<file path="src/rtl/retire_trace_buffer.sv">
// Retire trace buffer: FWFT FIFO of retired-instruction records
// drained over valid/ready; drops and counts on overflow.
module retire_trace_buffer #(
  parameter int DEPTH   = 8,
  parameter int CNT_W   = 16,
  parameter int ONLY_WB = 0
) (
  input  logic                     clk,
  input  logic                     rst,
  input  logic                     retire_valid,
  input  logic [31:0]              retire_pc,
  input  logic [31:0]              retire_instr,
  input  logic                     retire_we,
  input  logic [4:0]               retire_rd,
  input  logic [31:0]              retire_wdata,
  output logic                     out_valid,
  input  logic                     out_ready,
  output logic [31:0]              out_stamp,
  output logic [31:0]              out_pc,
  output logic [31:0]              out_instr,
  output logic                     out_we,
  output logic [4:0]               out_rd,
  output logic [31:0]              out_wdata,
  output logic [$clog2(DEPTH):0]   level,
  output logic                     overflow,
  output logic [CNT_W-1:0]         drop_cnt,
  input  logic                     clr_stats
);

  localparam int AW = $clog2(DEPTH);
  localparam int LW = AW + 1;

  typedef struct packed {
    logic [31:0] stamp;
    logic [31:0] pc;
    logic [31:0] instr;
    logic        we;
    logic [4:0]  rd;
    logic [31:0] wdata;
  } rec_t;

  rec_t             mem_q [DEPTH];
  rec_t             rec_d;
  rec_t             head;
  logic [AW-1:0]    wr_ptr_q, wr_ptr_d;
  logic [AW-1:0]    rd_ptr_q, rd_ptr_d;
  logic [LW-1:0]    level_q, level_d;
  logic [31:0]      cyc_q, cyc_d;
  logic             overflow_q, overflow_d;
  logic [CNT_W-1:0] drop_cnt_q, drop_cnt_d;
  logic [CNT_W-1:0] cnt_base;
  logic             wb_ok, cap, full, empty;
  logic             push, pop, drop;

  assign wb_ok = retire_we & (retire_rd != 5'd0);
  assign cap   = retire_valid & ((ONLY_WB != 0) ? wb_ok : 1'b1);
  assign full  = (level_q == LW'(DEPTH));
  assign empty = (level_q == '0);
  assign pop   = ~empty & out_ready;
  assign push  = cap & (~full | pop);
  assign drop  = cap & full & ~pop;

  always_comb begin
    rec_d       = '0;
    rec_d.stamp = cyc_q;
    rec_d.pc    = retire_pc;
    rec_d.instr = retire_instr;
    rec_d.we    = wb_ok;
    rec_d.rd    = retire_rd;
    rec_d.wdata = wb_ok ? retire_wdata : 32'd0;
  end

  always_comb begin
    cyc_d    = cyc_q + 32'd1;
    wr_ptr_d = push ? wr_ptr_q + AW'(1) : wr_ptr_q;
    rd_ptr_d = pop ? rd_ptr_q + AW'(1) : rd_ptr_q;
    level_d  = level_q;
    unique case ({push, pop})
      2'b10:   level_d = level_q + LW'(1);
      2'b01:   level_d = level_q - LW'(1);
      default: level_d = level_q;
    endcase
  end

  // clear applies first so a same-cycle drop still registers
  always_comb begin
    cnt_base   = clr_stats ? '0 : drop_cnt_q;
    drop_cnt_d = cnt_base;
    if (drop && cnt_base != '1)
      drop_cnt_d = cnt_base + CNT_W'(1);
    overflow_d = (overflow_q & ~clr_stats) | drop;
  end

  always_ff @(posedge clk or negedge rst) begin
    if (!rst) begin
      wr_ptr_q   <= '0;
      rd_ptr_q   <= '0;
      level_q    <= '0;
      cyc_q      <= '0;
      overflow_q <= 1'b0;
      drop_cnt_q <= '0;
    end else begin
      wr_ptr_q   <= wr_ptr_d;
      rd_ptr_q   <= rd_ptr_d;
      level_q    <= level_d;
      cyc_q      <= cyc_d;
      overflow_q <= overflow_d;
      drop_cnt_q <= drop_cnt_d;
    end
  end

  always_ff @(posedge clk) begin
    if (push)
      mem_q[wr_ptr_q] <= rec_d;
  end

  assign head      = empty ? '0 : mem_q[rd_ptr_q];
  assign out_valid = ~empty;
  assign out_stamp = head.stamp;
  assign out_pc    = head.pc;
  assign out_instr = head.instr;
  assign out_we    = head.we;
  assign out_rd    = head.rd;
  assign out_wdata = head.wdata;
  assign level     = level_q;
  assign overflow  = overflow_q;
  assign drop_cnt  = drop_cnt_q;

endmodule
</file>
<file path="config.mk">
export PLATFORM = sky130hd
export DESIGN_NAME = retire_trace_buffer
export DESIGN_NICKNAME = d
export VERILOG_FILES = /design/src/rtl/retire_trace_buffer.sv
export SDC_FILE = /design/constraint.sdc
export NUM_CORES = 1
export LEC_CHECK = 0
export CAP_MARGIN = 20
export CORE_UTILIZATION = 40
export DETAILED_ROUTE_END_ITERATION = 10
export HOLD_SLACK_MARGIN = 0.12
export SYNTH_ARGS = -nofsm -noshare
export SYNTH_HDL_FRONTEND = slang
export SYNTH_SLANG_ARGS = --single-unit
</file>
<file path="constraint.sdc">
create_clock -name clk -period 17.5 [get_ports clk]
set_input_delay 3.5 -clock clk [delete_from_list [all_inputs] [get_ports clk]]
set_output_delay 3.5 -clock clk [all_outputs]
set_load 0.02 [all_outputs]
</file>
==> summary.txt <==
Outcome
  – Status: finished clean

Timing
  – Finish-stage setup viols: 0
  – Clock skew: 22.6 ps
  – Tcrit/Tclk final: 49.3%
  – RSZ-0062 raised after global routing: no
  – Final hold vios: 0
  – Setup ws final: 8880 ps
  – Actual slew at the worst max-slew pin: 1110 ps
  – Pins Over Slew Limit: 0
  – FMAX: 0.116 GHz
  – Slew HR: 26.2%
  – TNS Setup: 0 ps
  – Post-layout min period: 8620 ps

CTS
  – Resize count post-CTS: 0
  – Sink Count: 1131
  – CTS Buf Count: 117
  – Clock Pin Slew Worst Setup and Hold Paths: 60 ps
  – Clock Latency Late Sink: 700 ps
  – Post-CTS Hold Buffers: 0
  – CTS tree: built
  – Clk buf depth: 3
  – Setup Buffers After CTS: 0
  – Clk root buf: clkbuf_16
  – H-tree depth: 3

Global routing
  – Total congestion overflow: 0
  – Largest net degree at the start of global routing: 136
  – First-pass GRT wire length: 145000 um
  – Vias in the first global route: 22600
  – Initial antenna violation count: 15
  – GRT Total Usage: 17.7%

Worst setup path
  – Delay of the slowest critical-path stage: 1090 ps
  – Critical path class: flop to output pin
  – CP endpoint kind: output pin
  – Crit-path cells: buf_4 > buf_4 > mux4_2 > mux2i_1 > nor2_1 > clkdlybuf4s50_1
  – Worst path slowest cell: dfrtp_4
  – Data arrival, critical path: 5120 ps
  – Worst setup SP type: flop
  – Data required time of the critical path: 14000 ps
  – Cell mode on critical path: buf_4
  – CP max FO: 48

Finish
  – Design area: 0.0521 mm^2
  – Fill cells: 8749
  – Register area: 0.0337 mm^2
  – # nets final: 2454
  – Commonest non-fill, non-tap cells in the layout: edfxtp_1, mux4_2, clkdlybuf4s50_1
  – Layout cells sized above 1: 21.0%
  – P&R area growth vs syn: 19.2%
  – Footprint of the multi-input gates: 0.00962 mm^2
  – Commonest non-fill, non-tap cell in the layout: edfxtp_1
  – # diodes: 0

Detailed routing
  – DR WL/cell: 25.1 um
  – Vias per inst: 5.44
  – Post-Route WL: 96600 um
  – Vias: 20900
  – # DRC: 0
  – First-pass DRT Iterations: 5
  – Initial DRC Count: 1660
  – Detail Route Antenna Nets: 0

Flow run
  – # Max-Cap Violations: 0

Placed design
  – Final RePlAce weighted congestion: 0.721
  – Post-DP Area: 0.0480 mm^2
  – Post-place setup slack: 9200 ps
  – DP Wirelength: 51600 um
  – Port buffer count: 262

Die
  – I/O pins: 263
  – Initial core utilization: 40.6%
  – Total die area: 0.111 mm^2
  – Row count: 120
  – Core area: 0.108 mm^2
  – Die Y: 333 um
  – Die Wd: 333 um

Synthesis
  – Top_reg_cell synth: edfxtp_1
  – Yosys reg bits: 1131
  – Sequential-to-total area share from yosys stat: 77.0%
  – Asr flop ratio synth: 5.22%
  – Post-synth top area cell: edfxtp_1
  – Ranking of synthesized cells by area: edfxtp_1, mux4_2, dfrtp_1
  – Synthesized area: 0.0437 mm^2
  – Syn_nets: 2131
  – Synth cell types: 48
  – Post-synth EDFFs: 1072
  – Syn_area_per_cell: 21.6 um^2
  – Top-area cell type share of the netlist area: 73.7%
  – Cells after Synth: 2019
  – Syn. warnings: 0

Power and ir drop
  – Leakage: 17.2 nW
  – IR drop worst, VDD: 0.135 mV
  – Pwr dens: 175 mW/mm^2

Hold path
  – Hold Crit Class: flop to flop
## power by group
group	switching, mW	internal (mW)
Combinational	1.65	1.40
Sequential	0.174	3.35
Clock	1.02	1.54
## registers in the layout (all words and copies together) (netlist names)
| register | count |
|---|---|
| level | 4 |
| drop_cnt | 16 |
| overflow | 1 |
| mem_q | 1072 |
| wr_ptr_q | 3 |
| rd_ptr_q | 3 |
| cyc_q | 32 |
## critical path: cells and delay by family, from the launching register on
| kind | cells | cell delay (ps) |
|---|---|---|
| buffers and inverters | 3 | 2410 |
| flip-flops | 1 | 1090 |
| multiplexers | 2 | 780 |
| AND/OR/NAND/NOR | 1 | 70 |
## final cells by class
type | count | area share [%]
sequential | 1131 | 64.7
timing repair buffer | 302 | 5.72
inverter | 10 | 0.0721
clock inverter | 72 | 1.61
multi-input combinational | 780 | 18.5
tap | 1403 | 3.37
clock buffer | 151 | 6.09
## cells by family after synthesis
group                      synth area share [%]
DFF                                        77.0
muxes                                      17.1
and+or+nand+nor                            3.38
buffers and inverters                      1.06
xor gates and xnor gates                  0.822
AOI/OAI and AO/OA                         0.427
adders and majority gates                 0.143
## stage by stage
step	std cells	hold slack [ps]	power [mW]	utilization (%)
after floorplan	2019	516	5.52	-
after global routing	3849	590	9.53	48.4
after CTS	3847	544	9.27	48.3
final	3849	537	9.13	48.4
after global placement	3623	525	6.67	44.6
after detailed placement	3624	539	6.70	44.6
## cell usage after synthesis (2+ instances only)
master	number
or2_2	2
xor2_1	15
nor4_1	10
o31ai_1	3
nand2b_1	9
mux2i_1	136
buf_1	11
and2_1	34
or3_1	2
nor2b_1	6
edfxtp_1	1072
mux4_2	268
and4_1	4
mux2_2	6
a211oi_1	3
xnor2_1	26
a311oi_1	2
dfrtp_1	59
inv_1	10
nand4_2	2
nor4b_4	2
or4_1	6
nand3_1	17
nand2_1	19
buf_2	41
o21ai_0	3
and3_1	7
a21oi_1	6
clkbuf_1	44
o21a_1	2
nor2_1	149
buf_4	2
nor3_1	11
ha_1	5
nand4_1	12
## layer usage
metal	up-vias	global-route usage, %	wire (um)
met4	22	4.50	1730
met3	134	3.70	5350
met5	-	0	126
met2	473	28.8	47000
met1	11400	24.3	42400
li1	8967	-	-
## path summary, 6_finish.rpt
| check | from | slack [ps] | endpoint | depth (start not counted) |
|---|---|---|---|---|
| min in group asynchronous | rst | 2960 | drop_cnt[13]$_DFF_PN0_ | 2 |
| min | overflow$_DFF_PN0_ | 540 | overflow$_DFF_PN0_ | 2 |
| min reg2reg | overflow$_DFF_PN0_ | 540 | overflow$_DFF_PN0_ | 2 |
| max | rd_ptr_q[0]$_DFFE_PN0N_ | 8880 | out_stamp[11] | 6 |
| max reg2reg | level[1]$_DFFE_PN0P_ | 12860 | mem_q[3][48]$_DFFE_PP_ | 7 |
| max in group asynchronous | rst | 13900 | rd_ptr_q[1]$_DFFE_PN0N_ | 2 |
No activity file was read; power rests on OpenSTA's default activity.
